[config.mk]
export PLATFORM = sky130hd
export DESIGN_NAME = pipelined_cla_addsub
export DESIGN_NICKNAME = d
export VERILOG_FILES = /design/src/rtl/pipelined_cla_addsub.sv
export SDC_FILE = /design/constraint.sdc
export NUM_CORES = 1
export LEC_CHECK = 0
export CORE_MARGIN = 2
export CORE_UTILIZATION = 40
export CTS_BUF_LIST = sky130_fd_sc_hd__clkbuf_8
export CTS_CLUSTER_SIZE = 40
export DETAILED_ROUTE_END_ITERATION = 7
export GPL_ROUTABILITY_DRIVEN = 0
export PLACE_DENSITY = 0.67
export SETUP_SLACK_MARGIN = 0.1
export SYNTH_ARGS = -nofsm -noshare
export SYNTH_HDL_FRONTEND = slang
export SYNTH_SLANG_ARGS = --single-unit
[constraint.sdc]
create_clock -name i_clk -period 6.3 [get_ports i_clk]
set_clock_uncertainty 0.2 [all_clocks]
set_input_delay 0.63 -clock i_clk [delete_from_list [all_inputs] [get_ports i_clk]]
set_output_delay 0.63 -clock i_clk [all_outputs]
set_load 0.02 [all_outputs]
[src/rtl/pipelined_cla_addsub.sv]
// Pipelined carry-lookahead adder/subtractor.
// A WIDTH-bit add/sub is split into BLOCK-bit lookahead slices, one slice per
// pipeline stage; the slice carry is registered between stages and the upper,
// not-yet-summed operand bits travel forward unchanged. A single advance enable
// (downstream ready or empty output slot) stalls the whole pipe at once.
module pipelined_cla_addsub #(
    parameter int unsigned WIDTH = 32,
    parameter int unsigned BLOCK = 8
) (
    input  logic             i_clk,
    input  logic             i_rst,
    input  logic             i_valid,
    output logic             o_ready,
    input  logic [WIDTH-1:0] i_add1,
    input  logic [WIDTH-1:0] i_add2,
    input  logic             i_cin,
    input  logic             i_sub,
    output logic             o_valid,
    input  logic             i_ready,
    output logic [WIDTH-1:0] o_result,
    output logic             o_cout,
    output logic             o_ovf,
    output logic             o_zero
);

    localparam int unsigned STAGES = WIDTH / BLOCK;

    if (BLOCK == 0 || WIDTH < BLOCK || (WIDTH % BLOCK) != 0) begin : g_bad_params
        $error("pipelined_cla_addsub: WIDTH must be a non-zero multiple of BLOCK");
    end

    // Lookahead slice: every carry is a flat sum of generate terms gated by the
    // propagate run above them, so no carry depends on a lower computed carry.
    function automatic logic [BLOCK:0] cla_slice(
        input logic [BLOCK-1:0] a,
        input logic [BLOCK-1:0] b,
        input logic             cin
    );
        logic [BLOCK-1:0] g;
        logic [BLOCK-1:0] p;
        logic [BLOCK:0]   c;
        logic             term;
        g    = a & b;
        p    = a ^ b;
        c    = '0;
        c[0] = cin;
        for (int unsigned i = 0; i < BLOCK; i++) begin
            term = cin;
            for (int unsigned j = 0; j <= i; j++) begin
                term = term & p[j];
            end
            c[i+1] = term;
            for (int unsigned j = 0; j <= i; j++) begin
                term = g[j];
                for (int unsigned m = j + 1; m <= i; m++) begin
                    term = term & p[m];
                end
                c[i+1] = c[i+1] | term;
            end
        end
        return {c[BLOCK], p ^ c[BLOCK-1:0]};
    endfunction

    // Stage registers: index k holds the state leaving stage k.
    logic [WIDTH-1:0]  a_q [STAGES];
    logic [WIDTH-1:0]  b_q [STAGES];
    logic [WIDTH-1:0]  s_q [STAGES];
    logic [WIDTH-1:0]  a_d [STAGES];
    logic [WIDTH-1:0]  b_d [STAGES];
    logic [WIDTH-1:0]  s_d [STAGES];
    logic [STAGES-1:0] c_q;
    logic [STAGES-1:0] c_d;
    logic [STAGES-1:0] v_q;
    logic [STAGES-1:0] v_d;
    logic              ovf_q;
    logic              ovf_d;
    logic              zero_q;
    logic              zero_d;

    // Per-stage working values (reused across loop iterations).
    logic [WIDTH-1:0]  a_w;
    logic [WIDTH-1:0]  b_w;
    logic [WIDTH-1:0]  s_w;
    logic              c_w;
    logic              v_w;
    logic [BLOCK:0]    slice_w;

    logic              en;

    assign en       = !v_q[STAGES-1] || i_ready;
    assign o_ready  = en;
    assign o_valid  = v_q[STAGES-1];
    assign o_result = s_q[STAGES-1];
    assign o_cout   = c_q[STAGES-1];
    assign o_ovf    = ovf_q;
    assign o_zero   = zero_q;

    // Next state of every stage: stage 0 takes the effective operands, later
    // stages take the previous register; each fills in its own sum slice.
    // Flags come from the last stage, where the full sum and operand MSBs meet.
    always_comb begin
        a_d     = '{default: '0};
        b_d     = '{default: '0};
        s_d     = '{default: '0};
        c_d     = '0;
        v_d     = '0;
        a_w     = '0;
        b_w     = '0;
        s_w     = '0;
        c_w     = 1'b0;
        v_w     = 1'b0;
        slice_w = '0;
        for (int unsigned k = 0; k < STAGES; k++) begin
            if (k == 0) begin
                a_w = i_add1;
                b_w = i_sub ? ~i_add2 : i_add2;
                c_w = i_cin ^ i_sub;
                s_w = '0;
                v_w = i_valid;
            end else begin
                a_w = a_q[k-1];
                b_w = b_q[k-1];
                c_w = c_q[k-1];
                s_w = s_q[k-1];
                v_w = v_q[k-1];
            end
            slice_w = cla_slice(a_w[k*BLOCK +: BLOCK], b_w[k*BLOCK +: BLOCK], c_w);
            s_w[k*BLOCK +: BLOCK] = slice_w[BLOCK-1:0];
            a_d[k] = a_w;
            b_d[k] = b_w;
            s_d[k] = s_w;
            c_d[k] = slice_w[BLOCK];
            v_d[k] = v_w;
        end
        ovf_d  = (a_w[WIDTH-1] == b_w[WIDTH-1]) && (s_w[WIDTH-1] != a_w[WIDTH-1]);
        zero_d = (s_w == '0);
    end

    // Pipeline registers: cleared on reset, advance together only when enabled.
    always_ff @(posedge i_clk) begin
        if (i_rst) begin
            v_q    <= '0;
            c_q    <= '0;
            ovf_q  <= 1'b0;
            zero_q <= 1'b0;
            for (int unsigned k = 0; k < STAGES; k++) begin
                a_q[k] <= '0;
                b_q[k] <= '0;
                s_q[k] <= '0;
            end
        end else if (en) begin
            v_q    <= v_d;
            c_q    <= c_d;
            a_q    <= a_d;
            b_q    <= b_d;
            s_q    <= s_d;
            ovf_q  <= ovf_d;
            zero_q <= zero_d;
        end
    end

endmodule

# Word level (Yosys, flattened, before mapping)
# Cells that the tools add are included.
# totals
ff_bits,282
input_bits,70
output_inout_bits,37
word_cells,323
# classes
n_eq_ne,2
muxes,1
bitwise,302
reduce_logical,4
# op_table
op,n
$and 1x1->1,144
$or 1x1->1,144
$xor 8x8->8,8
$and 8x8->8,4
$logic_not 32->1,1
$mux 32,1
$not 32->32,1
$eq 1x1->1,1
$logic_and 1x1->1,1
$logic_not 1->1,1
$logic_or 1x1->1,1
$ne 1x1->1,1
$xor 1x1->1,1

# Longest topological paths before layout
# Gate-level depths: netlist (run 1).
# logic_depth
depth_word,19
depth_mapped,11
ltp_nobuf,9

# Worst setup path before layout (run 1)
# No wires, ideal clock.
# synth_timing
kind,input to register
from,input i_sub
to,register s_q (netlist bit s_d[71])
setup_time_ns,0.117
t_arrival_ns,2.876
t_required_ns,5.983
slack_ns,3.107
path_stages,11
path_cell_list,clkbuf_1 -> buf_2 -> xor2_1 -> ha_1 -> ha_1 -> o21a_1 -> o211ai_1 -> a21oi_1 -> o31a_1 -> o31a_1 -> a32o_1
# synth_between
elab_chain_cells,17
elab_cells_between_ends,40
classes_between,mux (1); bitwise (39)
# synth_rtl
item,line,rtl
"start, declared",17,"input logic i_sub,"
$mux 32,116,b_w = i_sub ? ~i_add2 : i_add2;
$xor 8x8->8,44,p = a ^ b;
$and 1x1->1 (7 in series),50,term = term & p[j];
$or 1x1->1 (7 in series),58,c[i+1] = c[i+1] | term;
$xor 8x8->8 *,61,"return {c[BLOCK], p ^ c[BLOCK-1:0]};"
"end signal, assigned by index",149,s_q[k] <= '0;
"end signal, assigned",156,s_q <= s_d;
"end, declared",67,logic [WIDTH-1:0] s_q [STAGES];
# Every way passes the cells marked *; elsewhere a longest branch is shown, timed or not.
# A chain may end at the register's enable or synchronous reset.

# Final worst setup path (run 1)
# layout_timing
from,input i_ready
to,output o_ready
# layout_between
elab_chain_cells,1
# layout_rtl
item,line,rtl
"start, declared",19,"input logic i_ready,"
$logic_or 1x1->1,90,assign en = !v_q[STAGES-1] || i_ready;
"end, declared",13,"output logic o_ready,"
# Every way passes these cells.

==> results of run 1 <==
## per-layer routing
| layer | GRT usage [%] | vias up | routed length (µm) | share of wire [%] |
|---|---|---|---|---|
| met5 | 0 | - | 0 | 0 |
| li1 | - | 3307 | - | - |
| met4 | 5.68 | 0 | 284 | 1.7 |
| met2 | 21.8 | 130 | 6710 | 40 |
| met1 | 24.8 | 2690 | 8800 | 53 |
| met3 | 3.40 | 18 | 811 | 4.9 |
## registers in the layout, summed over array words and instances, names as in the netlist
register,cells
s_d,48
v_q,4
a_w,8
o_result,32
b_d,40
b_w,8
c_q,4
o_zero,1
a_d,40
o_ovf,1
## worst paths after layout
check	slack, ps	cells past startpoint	to
worst max-delay path	2810	4	o_ready
worst min register to register	250	2	b_d[62]
worst min-delay path	250	2	b_d[62]
worst max register to register	3730	5	b_w[26]
## cells in the mapped netlist, drive strengths merged, types with 2 or more instances
library cell / n
nand2: 294
dfxtp: 186
a21oi: 159
nor2: 46
clkbuf: 45
ha: 36
xnor2: 34
a211oi: 29
buf: 19
xor2: 17
o21ai: 12
nand3: 9
a211o: 6
nor4: 6
inv: 5
o211ai: 5
o31a: 5
fa: 4
o21a: 4
or2: 4
a32o: 3
and2: 3
nor3: 3
and3: 2
nand2b: 2
nand4: 2
## critical path, cell delays in order
cell and delay, ps:
clkdlybuf4s50_1 510, nor2b_4 60, inv_6 600, clkdlybuf4s50_1 760
## power breakdown
| part | internal, mW | total, mW | switching [mW] |
|---|---|---|---|
| logic | 0.156 | 0.311 | 0.154 |
| clock network | 0.370 | 0.773 | 0.403 |
| registers | 1.25 | 1.30 | 0.0491 |
| total | 1.78 | 2.39 | 0.607 |
## logic make-up after synthesis
family | count (synthesis) | share of synthesized area (%)
adder cells (fa/ha/maj) | 40 | 6.79
buffers and inverters | 70 | 3.83
AND/OR/NAND/NOR | 373 | 19.0
AO/OA/AOI/OAI | 229 | 17.0
XOR/XNOR | 51 | 5.72
flip-flops | 186 | 47.6
## through the flow
step	power, mW	std cells	util, %	instance area [µm²]
floorplan	1.52	949	-	7820
global placement	1.64	1261	46.4	8970
detailed placement	1.64	1261	46.4	8970
CTS	2.41	1293	48.4	9360
global route	2.50	1293	48.4	9360
finish	2.39	1293	48.4	9360
## placed cells by master, fill, tap and decap left out, drive strengths merged, types with 3 or more instances in the layout
cell type      Yosys  routed
xor2              17      17
clkdlybuf4s50      0     104
or2                4       4
o211ai             5       5
and2               3       3
nor3               3       3
o31a               5       5
a211oi            29      29
a32o               3       3
nor4               6       6
a211o              6       6
dfxtp            186     186
a21oi            159     159
o21ai             12      12
inv                5       9
o21a               4       4
fa                 4       4
clkbuf            45      19
xnor2             34      34
nand3              9       9
buf               19       7
nor2              46      46
ha                36      36
clkinv             1       6
nand2            294     294
## final cells by class
| type | instances | area (µm²) |
|---|---|---|
| tap | 265 | 332 |
| timing repair buffer | 111 | 1090 |
| multi-input combinational | 693 | 3800 |
| sequential | 186 | 3720 |
| clock inverter | 13 | 125 |
| inverter | 6 | 27.5 |
| fill | 1911 | 9970 |
| clock buffer | 19 | 262 |
==> impl_metrics.py, run 1 <==
metrics = {
    "synthesis": {
        "synth_cell_types": 42,
        "synthesis.instances": 949,
        "syn_area_mm2": 0.00781,
        "ys_top_cells_by_area": "dfxtp_1, nand2_1, a21oi_1, ha_1, xnor2_1",
        "synth_edf_count": 0,
        "yosysWarnings": 0,
        "post-synth-top-area-cell": "dfxtp_1",
        "avgSynthCellArea_um2": 8.23,
        "yosysSeqAreaShare_pct": 47.6,
        "ys_async_sr_fraction_pct": 0,
        "synth_top_area_share_pct": 47.6,
        "ys_seq_elements": 186,
        "syn_nets": 1059,
        "ys_dominant_reg_cell": "dfxtp_1",
    },
    "cts": {
        "clockBufferDepth": 2,
        "clock_sinks": 186,
        "worst_skew_pair.late_latency_ps": 450,
        "post_cts_resized": 0,
        "cts_buffers": 17,
        "clock-root-buffer": "clkbuf_8",
        "cts_htree_levels": 4,
        "post_cts_buffers": 0,
        "cts_tree": "built",
        "cts-hold-fix-buffers": 0,
        "path_clk_slew_ps": 80,
    },
    "timing": {
        "setup_slack_ps": 2810,
        "finalCritPeriodShare_pct": 55.3,
        "timing.fmax_ghz": 0.287,
        "post-route-min-period_ps": 3490,
        "drv_slew": 0,
        "hold_violations": 0,
        "rsz0062_at_grt": "false",
        "max_slew_margin_pct": 38.1,
        "tightest_slew_ps": 929,
        "hold_ws_ps": 254,
        "finalSetupViolCount": 0,
        "tns_ps": 0,
    },
    "grt": {
        "antenna_found_initial": 0,
        "grt_max_degree": 139,
        "track_usage_pct": 16.1,
        "grt_pass1_wl_um": 26600,
        "gr-total-overflow": 0,
        "first_global_vias": 5432,
    },
    "placed_design": {
        "preCtsSetupSlack_ps": 2700,
        "dp_hpwl_um": 11200,
        "portBuffers": 106,
    },
    "floorplanning": {
        "start_util_pct": 40.4,
        "fp.dieW_um": 144,
        "die-area_mm2": 0.0207,
        "ios": 107,
        "die_height_um": 144,
        "coreArea_mm2": 0.0193,
        "fp-row-count": 51,
    },
    "routing": {
        "routed_wl_um": 16600,
        "postRouteAntennaNets": 0,
        "dr.pass1.iters": 5,
        "avgViaCountPerCell": 4.75,
        "drcViolationCount": 0,
        "drt_iter0_drc": 391,
        "vias": 6145,
        "wl_per_cell_um": 12.8,
    },
    "cells_and_area": {
        "insertedDiodeCount": 0,
        "area_growth_pct": 19.8,
        "layout-drive-gt1-share_pct": 4.86,
        "fin_nets": 1125,
    },
    "worst_setup_path": {
        "start_kind": "primary input",
        "startpoint": "i_ready",
        "crit_path_end_kind": "output port",
        "crit_fanout": 138,
        "cp.required_ps": 5470,
        "arrival_ps": 2660,
        "worstReg2RegStart": "v_q[3]",
        "crit_type": "in2out",
    },
    "hold_path": {
        "hp-start": "b_d[62]",
        "holdCritPathClass": "reg2reg",
    },
    "run_status": {
        "status": "complete, no violations",
    },
    "pwr": {
        "cellPowerDensity_mw_per_mm2": 255,
        "ir_drop_mv": 0.157,
        "p_leak_nw": 3.65,
    },
    "run": {
        "drv_cap": 0,
    },
}
No activity file was read; power rests on OpenSTA's default activity.
==> inputs of run 2 (changes only) <==
==> constraint.sdc (replaced) <==
create_clock -name i_clk -period 3.4 [get_ports i_clk]
set_clock_uncertainty 0.2 [all_clocks]
set_input_delay 0.34 -clock i_clk [delete_from_list [all_inputs] [get_ports i_clk]]
set_output_delay 0.34 -clock i_clk [all_outputs]
set_load 0.02 [all_outputs]
==> run 2 against run 1 <==
Compared with the run above:
- first-iteration DRC count rose by 5.1%
- sequential power grew 85%
- worst setup slack got worse by 1900 ps
- critical path depth rose by 6
- via count increased by 1.4%
- hold slack worse by 64 ps
- sequential share of layout area decreased by 0.39 points
- power up 92%
- combinational power grew 87%
- clock-buffer cell count is 1 higher
- critical path type is now in2reg
- highest routed layer unchanged
==> impl_metrics.py, run 2 (synthesis results as in run 1) <==
metrics = {
    "placed_design": {
        "portBuffers": 106,
        "dp_hpwl_um": 11600,
    },
    "pwr": {
        "cellPowerDensity_mw_per_mm2": 484,
        "ir_drop_mv": 0.249,
        "p_leak_nw": 3.69,
    },
    "run_status": {
        "status": "complete, no violations",
    },
    "routing": {
        "avgViaCountPerCell": 4.80,
        "drt_iter0_drc": 411,
        "drcViolationCount": 0,
        "vias": 6228,
        "postRouteAntennaNets": 0,
        "wl_per_cell_um": 13.2,
        "dr.pass1.iters": 4,
        "routed_wl_um": 17100,
    },
    "worst_setup_path": {
        "crit_type": "in2reg",
        "cp.required_ps": 3540,
        "crit_path_end_kind": "register",
        "start_kind": "primary input",
        "cp_slowest_cell": "clkdlybuf4s50_1",
        "cp_top_family": "compound AO/OA/AOI/OAI gates",
        "cp_slowest_stage_delay_ps": 480,
        "worstReg2RegStart": "a_w[24]",
        "crit_buf_inv": 1,
        "reg2reg_setup_slack_ps": 930,
        "r2r-end": "o_zero",
        "path_cells": "clkdlybuf4s50_1 -> xor2_1 -> ha_1 -> ha_1 -> o21a_1 -> o211ai_1 -> a21oi_1 -> o31a_1 -> o31a_1 -> a32o_1",
        "arrival_ps": 2650,
        "crit_fanout": 3,
        "r2r_cells": 7,
    },
    "grt": {
        "grt_pass1_wl_um": 28200,
        "gr-total-overflow": 0,
        "antenna_found_initial": 0,
        "first_global_vias": 5721,
        "grt_max_degree": 156,
        "track_usage_pct": 17.1,
    },
    "cells_and_area": {
        "mostFrequentLayoutCell": "nand2_1",
        "multi_input_comb_area_mm2": 0.00380,
        "final_cell_mix": "nand2_1, dfxtp_1, a21oi_1",
        "insertedDiodeCount": 0,
        "fin_nets": 1129,
        "area_growth_pct": 21.0,
        "regArea_mm2": 0.00372,
        "nFillCells": 1936,
        "layout-drive-gt1-share_pct": 5.43,
        "largest_reg_flops": 48,
    },
    "timing": {
        "tns_ps": 0,
        "finalCritPeriodShare_pct": 73.8,
        "rsz0062_at_grt": "false",
        "post-route-min-period_ps": 2510,
        "hold_violations": 0,
        "finalSetupViolCount": 0,
        "tightest_slew_ps": 953,
        "drv_slew": 0,
        "hold_ws_ps": 191,
        "timing.fmax_ghz": 0.399,
        "max_slew_margin_pct": 36.4,
    },
    "hold_path": {
        "holdCritPathClass": "in2reg",
        "hold_end": "b_d[53]",
        "hp-start": "i_rst",
        "min_delay_path_depth": 2,
    },
    "cts": {
        "post_cts_resized": 0,
        "cts-hold-fix-buffers": 0,
        "clock-root-buffer": "clkbuf_8",
        "cts_htree_levels": 4,
        "cts_tree": "built",
        "cts_buffers": 17,
        "worst_skew_pair.late_latency_ps": 450,
        "path_clk_slew_ps": 90,
        "clockBufferDepth": 2,
        "post_cts_buffers": 0,
        "clock_sinks": 186,
    },
    "floorplanning": {
        "start_util_pct": 40.4,
        "fp.dieW_um": 144,
        "die-area_mm2": 0.0207,
        "fp-row-count": 51,
        "coreArea_mm2": 0.0193,
        "ios": 107,
        "die_height_um": 144,
    },
    "run": {
        "drv_cap": 0,
    },
}
==> run 2: cell count changes in the layout (fill, tap and decap cells not counted) <==
cell / previous run / this run
buf_12: 0 / 1
buf_4: 6 / 9
bufinv_16: 2 / 3
clkbuf_8: 19 / 20
clkinv_2: 5 / 1
clkinv_4: 0 / 3
inv_1: 6 / 4
inv_6: 3 / 4
==> run 2: how the worst max path moves through the flow <==
| stage | start | to | slack (ps) | cells past startpoint |
|---|---|---|---|---|
| global placement | i_add2[0] | s_d[71] | 440 | 10 |
| floorplan | i_sub | s_d[71] | 500 | 11 |
| CTS | a_w[24] | o_zero | 890 | 7 |
| finish | i_add2[0] | s_d[71] | 890 | 10 |
| global route | i_add2[0] | s_d[71] | 740 | 10 |
| detailed placement | i_add2[0] | s_d[71] | 430 | 10 |
==> run 2: power by group <==
| group | switching [mW] | leakage [nW] | internal (mW) |
|---|---|---|---|
| Sequential | 0.0899 | 1.53 | 2.32 |
| Clock | 0.788 | 0.216 | 0.796 |
| Combinational | 0.290 | 1.94 | 0.292 |
==> run 2: layer usage <==
metal  up-vias  global-route usage [%]  routed length, µm
li1       3306                       -                  -
met1      2796                    26.5               9380
met2       116                    23.6               7010
met3        10                    2.97                522
met4         0                    5.73                206
met5         -                       0                  0
==> run 2: per-stage QoR <==
| stage | total power [mW] | utilization (%) | std cells | setup WS [ps] | cell area, µm² |
|---|---|---|---|---|---|
| after CTS | 4.63 | 48.9 | 1297 | 891 | 9450 |
| after detailed placement | 3.05 | 46.6 | 1265 | 427 | 9020 |
| final | 4.58 | 48.9 | 1297 | 892 | 9450 |
| after floorplan | 2.82 | - | 949 | 497 | 7820 |
| after global placement | 3.04 | 46.6 | 1265 | 441 | 9020 |
| after global routing | 4.81 | 48.9 | 1297 | 740 | 9450 |
==> run 2: final cells by class <==
cell class / count / area share (%)
inverters: 6 / 0.291
well taps: 265 / 3.51
clock buffers: 20 / 2.91
repair buffers: 115 / 12.0
multi-input cells: 693 / 40.2
clock inverters: 12 / 1.72
flip-flops and latches: 186 / 39.4
==> inputs of run 3 (changes only) <==
==> constraint.sdc (replaced) <==
create_clock -name i_clk -period 2.6 [get_ports i_clk]
set_clock_uncertainty 0.2 [all_clocks]
set_input_delay 0.26 -clock i_clk [delete_from_list [all_inputs] [get_ports i_clk]]
set_output_delay 0.26 -clock i_clk [all_outputs]
set_load 0.02 [all_outputs]
==> run 3 against run 2 <==
Compared with the run above:
- sequential power up 31%
- wire length down 1.3%
- flip-flop and latch count unchanged
- cell count up 0.54%
- critical path depth down 2
- combinational power up 33%
- sequential share of layout area down 0.36 points
- power up 30%
- final area up 0.95%
- clock-buffer cell count down 1
- global-route usage down 0.056 points
- critical path type is now reg2reg
- highest routed layer unchanged
==> impl_metrics.py, run 3 (synthesis results as in run 1) <==
metrics = {
    "cts": {
        "clock-root-buffer": "clkbuf_8",
        "worst_skew_pair.late_latency_ps": 470,
        "clock_sinks": 186,
        "cts_buffers": 17,
        "clockBufferDepth": 2,
        "post_cts_buffers": 0,
        "cts_tree": "built",
        "cts_htree_levels": 4,
        "path_clk_slew_ps": 90,
    },
    "worst_setup_path": {
        "crit_path_end_kind": "register",
        "path_cells": "ha_1 -> ha_1 -> o21a_1 -> o211ai_1 -> a21oi_1 -> o31a_1 -> o31a_1 -> a32o_1",
        "crit_type": "reg2reg",
        "arrival_ps": 2520,
        "r2r_cells": 8,
        "crit_fanout": 3,
        "r2r-end": "s_d[47]",
        "crit_end": "s_d[47]",
        "worstReg2RegStart": "a_d[72]",
        "cp_slowest_stage_delay_ps": 350,
        "start_kind": "register",
        "cp.required_ps": 2760,
        "reg2reg_setup_slack_ps": 240,
        "cp_slowest_cell": "dfxtp_1",
        "startpoint": "a_d[72]",
    },
    "routing": {
        "drt_iter0_drc": 445,
        "top_layer": "met4",
        "routed_wl_um": 16900,
        "wl_met3_um": 529,
        "avgViaCountPerCell": 4.76,
        "wl_per_cell_um": 13.0,
        "m1WireLength_um": 9190,
        "met2_length_um": 6910,
        "drcViolationCount": 0,
        "dr.pass1.iters": 5,
        "postRouteAntennaNets": 0,
        "vias": 6202,
    },
    "cells_and_area": {
        "regArea_mm2": 0.00372,
        "nFillCells": 1882,
        "utilization_pct": 49.4,
        "fin_nets": 1136,
        "final_cell_mix": "nand2_1, dfxtp_1, a21oi_1",
        "mostFrequentLayoutCell": "nand2_1",
        "multi_input_comb_area_mm2": 0.00382,
        "layout-drive-gt1-share_pct": 6.45,
        "area_growth_pct": 22.1,
        "insertedDiodeCount": 0,
        "largest_reg_flops": 48,
    },
    "run_status": {
        "status": "complete, no violations",
    },
    "pwr": {
        "power_frac_clock_pct": 34.2,
        "cellPowerDensity_mw_per_mm2": 626,
        "p_sw_mw": 1.53,
        "power.share.switching_pct": 25.6,
        "p_comb_share_pct": 13.0,
        "p_seq_share_pct": 52.9,
        "ir_drop_mv": 0.318,
        "p_leak_nw": 3.74,
        "p_int_mw": 4.44,
    },
    "timing": {
        "tightest_slew_ps": 660,
        "tns_ps": 0,
        "finalCritPeriodShare_pct": 90.8,
        "max_slew_margin_pct": 56.0,
        "hold_violations": 0,
        "post-route-min-period_ps": 2360,
        "rsz0062_at_grt": "false",
        "drv_slew": 0,
        "finalSetupViolCount": 0,
        "timing.fmax_ghz": 0.424,
    },
    "grt": {
        "gr-total-overflow": 0,
        "track_usage_pct": 17.0,
        "grt_max_degree": 134,
        "grt_pass1_wl_um": 28200,
        "first_global_vias": 5597,
        "antenna_found_initial": 0,
    },
    "floorplanning": {
        "start_util_pct": 40.4,
        "ios": 107,
        "die_height_um": 144,
        "fp-row-count": 51,
        "die-area_mm2": 0.0207,
        "fp.dieW_um": 144,
        "coreArea_mm2": 0.0193,
    },
    "hold_path": {
        "holdCritPathClass": "in2reg",
    },
    "placed_design": {
        "portBuffers": 106,
        "dp_hpwl_um": 11500,
    },
    "run": {
        "drv_cap": 0,
    },
}
## run 3: changes by cell type in the layout (fill, tap and decap cells not counted), sizes merged
cell           delta
clkinv            +1
clkdlybuf4s50     -1
clkbuf            -1
dlymetal6s2s      +1
inv               -1
clkinvlp          +1
buf               +7
## run 3: critical path, delay by kind of cell, from the launching register on
kind,cells,cell delay (ps)
fa+ha+maj,2,470
flops,1,350
compound gates,6,1240
## run 3: area by class of cell
type,instances,share of cell area (%)
inverters,6,0.288
well taps,265,3.47
clock inverters,13,1.74
multi-input cells,693,40.0
flip-flops and latches,186,39.0
repair buffers,122,12.7
clock buffers,19,2.74
## run 3: worst min-delay path by stage
| stage | endpoint | cells past startpoint | slack [ps] | start |
|---|---|---|---|---|
| floorplan | a_d[72] | 2 | 200 | i_add1[8] |
| global placement | s_d[38] | 2 | 240 | s_d[38] |
| detailed placement | s_d[36] | 2 | 240 | s_d[68] |
| CTS | a_d[48] | 2 | 50 | i_rst |
| global route | s_d[19] | 2 | 70 | i_rst |
| finish | s_d[22] | 2 | 70 | i_rst |
## run 3: per-layer routing
layer	GRT usage [%]	up-vias
met3	2.83	17
met5	0	-
met2	23.6	108
met4	5.88	0
met1	26.3	2753
li1	-	3324
## run 3: what timing repair did
action,CTS,global route
setup endpoints to repair,0,3
resized for setup,0,5
hold buffers,0,0
## run 3: power by group through the flow
stage	clock (mW)	sequential, mW	combinational, mW
detailed placement	0	3.22	0.778
CTS	2.11	3.16	0.783
floorplan	0	3.21	0.482
global placement	0	3.22	0.771
global route	2.23	3.18	0.875
finish	2.04	3.16	0.775
## run 3: stage by stage
stage               total power [mW]  cell area (µm²)  std cells  hold WS, ps  setup WS [ps]
floorplan                       3.70             7840        949          200           31.4
global placement                3.99             9090       1272          239           -279
detailed placement              4.00             9090       1272          244           -352
CTS                             6.05             9520       1304         48.4            141
global route                    6.29             9540       1304         67.4            108
finish                          5.97             9540       1304         66.6            239
